===== src/rtl/ifetch_unit.sv =====
// ifetch_unit: instruction fetch unit for an RV32IC core.
//
// Holds the architectural fetch PC, issues half-word-aligned fetch requests
// to the instruction cache, classifies each returned word as a 32-bit or
// compressed 16-bit instruction and presents it to the decoder with a
// valid/ready handshake. A flush redirects the PC and discards any in-flight
// fetch, letting the cache finish an outstanding request first (DRAIN).
//
// Ports:
//   clk_in, rst_in (async, active-high), rdy_in (global stall when low)
//   ic_req_valid/ic_req_addr   -> cache request, held until response
//   ic_resp_valid/ic_resp_data <- cache response pulse and data
//   inst_valid/inst_pc/inst_raw/inst_is_c -> decoder, dec_ready <- decoder
//   pred_next_pc <- predictor next PC for the presented instruction
//   br_flush/br_target <- redirect from the ROB
module ifetch_unit #(
  parameter logic [31:0] RESET_PC = 32'h0000_0000
) (
  input  logic        clk_in,
  input  logic        rst_in,
  input  logic        rdy_in,
  output logic        ic_req_valid,
  output logic [31:0] ic_req_addr,
  input  logic        ic_resp_valid,
  input  logic [31:0] ic_resp_data,
  output logic        inst_valid,
  output logic [31:0] inst_pc,
  output logic [31:0] inst_raw,
  output logic        inst_is_c,
  input  logic        dec_ready,
  input  logic [31:0] pred_next_pc,
  input  logic        br_flush,
  input  logic [31:0] br_target
);

  typedef enum logic [1:0] {S_IDLE, S_WAIT, S_HOLD, S_DRAIN} state_t;

  state_t      state_q, state_d;
  logic [31:0] pc_q, pc_d;
  logic        req_valid_q, req_valid_d;
  logic [31:0] req_addr_q, req_addr_d;
  logic        inst_valid_q, inst_valid_d;
  logic [31:0] inst_pc_q, inst_pc_d;
  logic [31:0] inst_raw_q, inst_raw_d;
  logic        inst_is_c_q, inst_is_c_d;

  always_ff @(posedge clk_in or posedge rst_in) begin
    if (rst_in) begin
      state_q      <= S_IDLE;
      pc_q         <= {RESET_PC[31:1], 1'b0};
      req_valid_q  <= 1'b0;
      req_addr_q   <= '0;
      inst_valid_q <= 1'b0;
      inst_pc_q    <= '0;
      inst_raw_q   <= '0;
      inst_is_c_q  <= 1'b0;
    end else begin
      state_q      <= state_d;
      pc_q         <= pc_d;
      req_valid_q  <= req_valid_d;
      req_addr_q   <= req_addr_d;
      inst_valid_q <= inst_valid_d;
      inst_pc_q    <= inst_pc_d;
      inst_raw_q   <= inst_raw_d;
      inst_is_c_q  <= inst_is_c_d;
    end
  end

  always_comb begin
    state_d      = state_q;
    pc_d         = pc_q;
    req_valid_d  = req_valid_q;
    req_addr_d   = req_addr_q;
    inst_valid_d = inst_valid_q;
    inst_pc_d    = inst_pc_q;
    inst_raw_d   = inst_raw_q;
    inst_is_c_d  = inst_is_c_q;

    if (rdy_in) begin
      unique case (state_q)
        S_IDLE: begin
          req_valid_d = 1'b1;
          req_addr_d  = pc_q;
          state_d     = S_WAIT;
        end
        S_WAIT: begin
          if (ic_resp_valid) begin
            inst_valid_d = 1'b1;
            inst_pc_d    = req_addr_q;
            req_valid_d  = 1'b0;
            state_d      = S_HOLD;
            if (ic_resp_data[1:0] == 2'b11) begin
              inst_raw_d  = ic_resp_data;
              inst_is_c_d = 1'b0;
            end else begin
              inst_raw_d  = {16'h0000, ic_resp_data[15:0]};
              inst_is_c_d = 1'b1;
            end
          end
        end
        S_HOLD: begin
          if (dec_ready) begin
            pc_d         = {pred_next_pc[31:1], 1'b0};
            inst_valid_d = 1'b0;
            state_d      = S_IDLE;
          end
        end
        S_DRAIN: begin
          if (ic_resp_valid) begin
            req_valid_d = 1'b0;
            state_d     = S_IDLE;
          end
        end
        default: state_d = S_IDLE;
      endcase

      // Flush overrides everything decided above: the instruction buffer
      // keeps its old contents (only valid drops), and an outstanding cache
      // request is kept alive until its response arrives.
      if (br_flush) begin
        pc_d         = {br_target[31:1], 1'b0};
        inst_valid_d = 1'b0;
        inst_pc_d    = inst_pc_q;
        inst_raw_d   = inst_raw_q;
        inst_is_c_d  = inst_is_c_q;
        req_addr_d   = req_addr_q;
        unique case (state_q)
          S_WAIT, S_DRAIN: begin
            if (ic_resp_valid) begin
              req_valid_d = 1'b0;
              state_d     = S_IDLE;
            end else begin
              req_valid_d = 1'b1;
              state_d     = S_DRAIN;
            end
          end
          default: begin
            req_valid_d = 1'b0;
            state_d     = S_IDLE;
          end
        endcase
      end
    end
  end

  assign ic_req_valid = req_valid_q;
  assign ic_req_addr  = req_addr_q;
  assign inst_valid   = inst_valid_q;
  assign inst_pc      = inst_pc_q;
  assign inst_raw     = inst_raw_q;
  assign inst_is_c    = inst_is_c_q;

endmodule


===== config.mk =====
export PLATFORM = sky130hd
export DESIGN_NAME = ifetch_unit
export DESIGN_NICKNAME = d
export VERILOG_FILES = /design/src/rtl/ifetch_unit.sv
export SDC_FILE = /design/constraint.sdc
export NUM_CORES = 1
export LEC_CHECK = 0
export BUFFER_PORTS_ARGS = -buffer_cell sky130_fd_sc_hd__buf_2
export CAP_MARGIN = 15
export CORE_ASPECT_RATIO = 1.4
export CORE_MARGIN = 4
export CORE_UTILIZATION = 45
export CTS_BUF_LIST = sky130_fd_sc_hd__clkbuf_8 sky130_fd_sc_hd__clkbuf_16
export CTS_CLUSTER_DIAMETER = 200
export CTS_CLUSTER_SIZE = 30
export DETAILED_ROUTE_END_ITERATION = 12
export PLACE_DENSITY = 0.8
export SLEW_MARGIN = 10
export SYNTH_ARGS = -nofsm -noshare
export SYNTH_HDL_FRONTEND = slang
export SYNTH_SLANG_ARGS = --single-unit

===== constraint.sdc =====
create_clock -name clk_in -period 4.1 [get_ports clk_in]
set_clock_uncertainty 0.15 [all_clocks]
set_input_delay 0.82 -clock clk_in [delete_from_list [all_inputs] [get_ports clk_in]]
set_output_delay 0.82 -clock clk_in [all_outputs]
set_load 0.01 [all_outputs]

==> impl_metrics.csv, run 1 <==
group,metric,value,unit
finish,nNetsFinal,670,
cts,cts_resized,0,
sta,fmax,379.2,MHz
cts,cts_inserted_buffers,17,
placement,numPortBuffers,196,
detailed_routing,remaining_drc_errors,0,
worst_setup_path,worstSetupStartpointType,"primary input",
run_status,status,"finished clean",
cts,htreeDepth,4,
global_routing,grt_pass1_wl,19810,µm
floorplanning,io_pins,201,
floorplanning,die_h,139.0,µm
sta,period_minus_slack,2.637,ns
detailed_routing,wire_per_inst,16.80,µm
worst_setup_path,worstPathArrival,2.77,ns
floorplanning,die-area,0.01412,mm²
finish,post-route-util,60.21,%
cts,clkLatencyLatePin,0.40,ns
yosys,synth_area,0.005517,mm²
detailed_routing,vias,3740,
yosys,async_reset_ff_share,100.0,%
detailed_routing,drt-vias-per-instance,5.144,
sta,grt_setup_unrepaired,"no",
min_path,hold_class,"flop to flop",
run,drv_cap,0,
yosys,ys_types,31,
floorplanning,core,0.01194,mm²
cts,root_buffer,"clkbuf_16",
yosys,ys.flop_type,"dfrtp_1",
cts,cts_sinks,130,
global_routing,grt_usage,17.69,%
global_routing,overflow,0,
detailed_routing,wirelength,12220,µm
placement,place_congestion,0.7621,
yosys,synth_cells,374,
sta,slew_violations,0,
detailed_routing,ant_nets,0,
sta,tightest_slew,0.9425,ns
global_routing,antenna_found_initial,0,
detailed_routing,first_iter_violations,122,
cts,clkTransAtPathRegs,0.06,ns
cts,postCtsSetupBuffers,0,
cts,cts_tree,"built",
detailed_routing,firstDrtPassIters,4,
cts,clock_path_buffers,2,
sta,hold_violations,0,
floorplanning,rows,47,
pwr,leakage,0.003494,µW
pwr,power-per-cell-area,691.8,mW/mm²
sta,setup_viol,0,
yosys,yosys_register_bits,130,
yosys,synth_edf_count,0,
worst_setup_path,endpoint_kind,"flop",
finish,drive_gt1_share,65.17,%
worst_setup_path,path_class,"primary input to flop",
yosys,yosysSeqAreaShare,58.97,%
global_routing,grt_pass1_vias,4013,
placement,place_hpwl,8711,µm
floorplanning,die_w,101.6,µm
finish,num_antenna_cells,0,
yosys,syn_avg_cell_area,14.75,µm²
sta,setup_tns,0,ns
global_routing,grt_max_degree,62,
sta,post-route-period-util,64.31,%
yosys,synth_warnings,0,
cts,cts_hold_buf,0,
pwr,irDropWorstVdd,0.0003535,V
sta,finalHoldWorstSlack,0.3475,ns
worst_setup_path,required,4.24,ns
floorplanning,initial_core_util,46.21,%
finish,area_delta_synth_final,30.30,%
worst_setup_path,cp_max_fo,49,
sta,max_slew_margin,37.17,%
==> routing by layer <==
metal / up-vias / part of all wire, % / global-route usage (%)
met5: - / 0 / 0
met4: 0 / 1.2 / 5.672
met3: 14 / 6.9 / 4.630
met2: 141 / 55 / 31.52
met1: 1850 / 37 / 20.28
li1: 1735 / - / -
==> where the power goes <==
| group | switching [µW] | internal (µW) |
|---|---|---|
| registers | 294 | 1770 |
| logic | 643 | 748 |
| clock network | 545 | 968 |
| total | 1480 | 3490 |
==> cells in the mapped netlist (2+ instances only) <==
| cell type | number | share of area (%) |
|---|---|---|
| mux2_2 | 131 | 27 |
| dfrtp_1 | 130 | 59 |
| o21ai_0 | 17 | 1.5 |
| nand3_1 | 16 | 1.5 |
| o31ai_1 | 16 | 2.2 |
| clkbuf_1 | 11 | 0.75 |
| mux2_4 | 9 | 2.4 |
| buf_2 | 5 | 0.45 |
| buf_4 | 5 | 0.68 |
| a21oi_1 | 4 | 0.36 |
| buf_6 | 4 | 0.82 |
| inv_1 | 4 | 0.27 |
| nand2_1 | 3 | 0.20 |
| buf_1 | 2 | 0.14 |
==> per-stage QoR <==
step / setup WS (ns) / std cells / instance area [µm²] / total power (µW)
after floorplan: 1.521 / 375 / 5524 / 2854
after global placement: 1.092 / 696 / 6586 / 3431
after detailed placement: 1.043 / 696 / 6586 / 3508
after CTS: 1.471 / 727 / 7188 / 5042
after global routing: 1.382 / 727 / 7188 / 5261
final: 1.463 / 727 / 7188 / 4973
==> worst paths after layout <==
kind / start / endpoint / slack (ns) / cells after the start
worst max-delay path: rdy_in / inst_pc[14] / 1.46 / 5
worst min-delay path: pc_q[28] / ic_req_addr[28] / 0.35 / 1
worst max register to register: state_q[1] / inst_pc[14] / 1.61 / 4
worst min register to register: pc_q[28] / ic_req_addr[28] / 0.35 / 1
max in group asynchronous: rst_in / ic_req_addr[11] / 2.49 / 3
min in group asynchronous: rst_in / inst_pc[27] / 0.43 / 2
==> cells by family after synthesis <==
| family | Yosys count | share of synthesized area, % |
|---|---|---|
| other | 1 | 0.06798 |
| buffers and inverters | 33 | 3.742 |
| flip-flops | 130 | 58.97 |
| multiplexers | 141 | 29.39 |
| AO/OA/AOI/OAI | 43 | 4.922 |
| AND/OR/NAND/NOR | 26 | 2.903 |
==> flip-flops by register name (all words and copies together), names as in the netlist <==
register and flops:
ic_req_addr 31, ic_req_valid 1, inst_is_c 1, inst_pc 31, inst_raw 32, inst_valid 1, pc_q 31, state_q 2
==> cell type report <==
class                           count  area, µm²
Multi-Input combinational cell    212       2072
Sequential cell                   130       3253
Inverter                            4      18.77
Clock inverter                     13      162.7
Fill cell                         930       4750
Tap cell                          147      183.9
Timing Repair Buffer              203       1059
Clock buffer                       18      439.2
==> layout by cell type, fill, tap and decap left out, types with 2 or more instances in the layout <==
| cell | n |
|---|---|
| buf_2 | 196 |
| mux2_2 | 131 |
| dfrtp_1 | 130 |
| o21ai_0 | 17 |
| clkbuf_16 | 17 |
| nand3_1 | 16 |
| o31ai_1 | 16 |
| mux2_4 | 9 |
| clkinvlp_4 | 6 |
| buf_4 | 5 |
| inv_1 | 4 |
| a21oi_1 | 4 |
| nand2_1 | 3 |
| bufinv_16 | 3 |
| conb_1 | 2 |
| clkinv_4 | 2 |
| buf_12 | 2 |
==> critical path: stages <==
cell and delay (ns):
buf_2 0.16, or3b_1 0.35, buf_4 0.25, nor2_8 0.74
mux2_2 0.42
Power figures use the tool's default switching activity.
==> run 2: changes to the inputs <==
Settings changed: ABC_AREA set to 1, CORE_UTILIZATION 45 to 50, PLACE_DENSITY 0.8 to 0.84.
Clock period 4.1 ns to 2.7 ns, I/O delays scaled along.
==> run 2 against run 1 <==
  * Clock power up 52%
  * Setup slack worse by 0.83 ns
  * Routed wire length up 5.6%
  * Global-route usage up 2.8 points
  * Critical path depth up 1
  * Clock-buffer cell count unchanged
  * Utilization up 6.2 points
==> impl_metrics.csv, run 2 <==
group,metric,value,unit
worst_setup_path,rr_startpoint,"state_q[0]",
sta,post-route-period-util,76.53,%
worst_setup_path,worstPathArrival,2.23,ns
yosys,synth_top_cells_by_count,"dfrtp_1, nand2_1, o21ai_2",
yosys,synth_cells,553,
detailed_routing,wirelength_met1,4999,µm
worst_setup_path,cp-startpoint,"state_q[0]",
placement,place_congestion,0.8056,
yosys,yosysMostFrequentCell,"dfrtp_1",
cts,postCtsSetupBuffers,0,
floorplanning,rows,45,
cts,cts_hold_buf,0,
cts,root_buffer,"clkbuf_16",
sta,setup_viol,0,
cts,clkTransAtPathRegs,0.06,ns
sta,fmax,484.0,MHz
pwr,leakage,0.003915,µW
global_routing,grt_pass1_vias,4466,
sta,hold_violations,0,
worst_setup_path,cp_top_family,"buffers and inverters",
cts,clock_path_buffers,2,
floorplanning,io_pins,201,
detailed_routing,drt-vias-per-instance,4.853,
worst_setup_path,path_buf_inv,2,
finish,final_cell_mix,"buf_2, dfrtp_1, nand2_1",
finish,area_delta_synth_final,29.78,%
yosys,synth_top_area_share,58.78,%
floorplanning,die_h,132.5,µm
placement,dp_slack,0.2786,ns
worst_setup_path,worstSetupStartpointType,"flop",
finish,mostFrequentLayoutCell,"buf_2",
worst_setup_path,rr_worst_depth,6,
detailed_routing,wl_met2,6772,µm
yosys,ys_types,20,
detailed_routing,top_layer,"met5",
run,drv_cap,0,
worst_setup_path,rrSetupSlack,0.63,ns
floorplanning,initial_core_util,51.19,%
finish,drive_gt1_share,39.05,%
placement,place_hpwl,9279,µm
yosys,synth_edf_count,0,
cts,htreeDepth,4,
floorplanning,core,0.01081,mm²
sta,tightest_slew,1.112,ns
sta,setup_ws,0.6337,ns
worst_setup_path,slowest_delay,0.82,ns
pwr,irDropWorstVdd,0.0006440,V
cts,cts_tree,"built",
worst_setup_path,r2r_end,"inst_pc[26]",
global_routing,grt_max_degree,94,
worst_setup_path,cp_cell_sequence,"inv_2 > nor2_2 > nand3_4 > buf_4 > nand2_1 > o21ai_1",
sta,max_slew_margin,25.87,%
detailed_routing,vias,4368,
worst_setup_path,cp_max_fo,93,
worst_setup_path,path_class,"flop to flop",
floorplanning,die_w,96.92,µm
detailed_routing,first_iter_violations,169,
cts,clkLatencyLatePin,0.41,ns
worst_setup_path,required,2.86,ns
yosys,synth_area,0.005534,mm²
sta,period_minus_slack,2.066,ns
global_routing,grt_pass1_wl,21220,µm
detailed_routing,wire_per_inst,14.33,µm
cts,cts_inserted_buffers,17,
detailed_routing,remaining_drc_errors,0,
finish,largest_reg_flops,32,
placement,numPortBuffers,196,
pwr,power-per-cell-area,1094,mW/mm²
sta,grt_setup_unrepaired,"no",
sta,slew_violations,0,
detailed_routing,wl_met3,665,µm
yosys,yosysSeqAreaShare,58.78,%
worst_setup_path,critPathSlowestCell,"buf_4",
yosys,yosysTopAreaCell,"dfrtp_1",
sta,setup_tns,0,ns
cts,cts_sinks,130,
yosys,syn_avg_cell_area,10.01,µm²
yosys,yosys_register_bits,130,
yosys,synth_warnings,0,
yosys,ys.flop_type,"dfrtp_1",
yosys,synth_area_leaders,"dfrtp_1, o21ai_2, nand2_1, mux2i_1, inv_1",
floorplanning,die-area,0.01284,mm²
run_status,status,"finished clean",
detailed_routing,wirelength,12900,µm
detailed_routing,firstDrtPassIters,4,
finish,nNetsFinal,847,
pwr,total_power,7858,µW
cts,cts_resized,0,
worst_setup_path,endpoint_kind,"flop",
global_routing,antenna_found_initial,2,
detailed_routing,ant_nets,0,
global_routing,grt_usage,20.47,%
global_routing,overflow,0,
min_path,hold_class,"primary input to async pin",
yosys,async_reset_ff_share,100.0,%
-- run 2: changes by cell type after synthesis, moves of 11 or more --
cell / change
mux2_2: -131
nand2_1: +126
o21ai_2: +56
inv_1: +48
nor2_1: +39
o21ai_1: +37
mux2i_1: +31
a21oi_1: +27
o31ai_1: -16
nand3_1: -14
o21ai_0: -11
-- run 2: how the worst max path moves through the flow --
stage | cells past startpoint | slack [ns] | endpoint
final | 6 | 0.63 | inst_pc[26]
after global routing | 6 | 0.44 | pc_q[7]
after CTS | 6 | 0.63 | pc_q[7]
after detailed placement | 6 | 0.28 | inst_pc[19]
after global placement | 6 | 0.39 | inst_raw[2]
after floorplan | 1 | 0.40 | ic_req_addr[10]
-- run 2: final cells by class --
cell class              instances  area (µm²)
inverters                      54       206.4
clock inverters                14       165.2
fillers                       860        3628
clock buffers                  18       439.2
flip-flops and latches        130        3253
multi-input cells             337        1866
repair buffers                205        1074
well taps                     141       176.4
diodes                          1       2.502
-- run 2: kinds of logic (layout without fill, tap and decap cells) --
logic type	after synthesis	in the layout	synth area share, %
simple gates	172	172	11.78
compound gates	132	132	15.78
flops	130	130	58.78
buf+inv	87	291	7.981
mux	31	31	5.607
other cells	1	3	0.06776
-- run 2: per-layer routing --
layer	vias up	global-route usage, %
met5	-	0
met4	2	9.758
met3	33	6.804
met2	143	34.95
met1	2040	23.00
li1	2150	-
-- run 2: per-stage QoR --
stage	hold WS, ns	util, %	cell area [µm²]	instances
finish	0.06568	66.44	7182	900
global route	0.1003	66.44	7182	900
CTS	0.06838	66.41	7179	899
detailed placement	0.3122	60.82	6575	867
global placement	0.3093	60.82	6575	867
floorplan	0.3037	-	5542	554
-- run 2: where the power goes --
| part | internal, µW | total (µW) | switching [µW] |
|---|---|---|---|
| Sequential | 2730 | 3150 | 419 |
| Clock | 1470 | 2290 | 816 |
| Combinational | 983 | 2420 | 1440 |
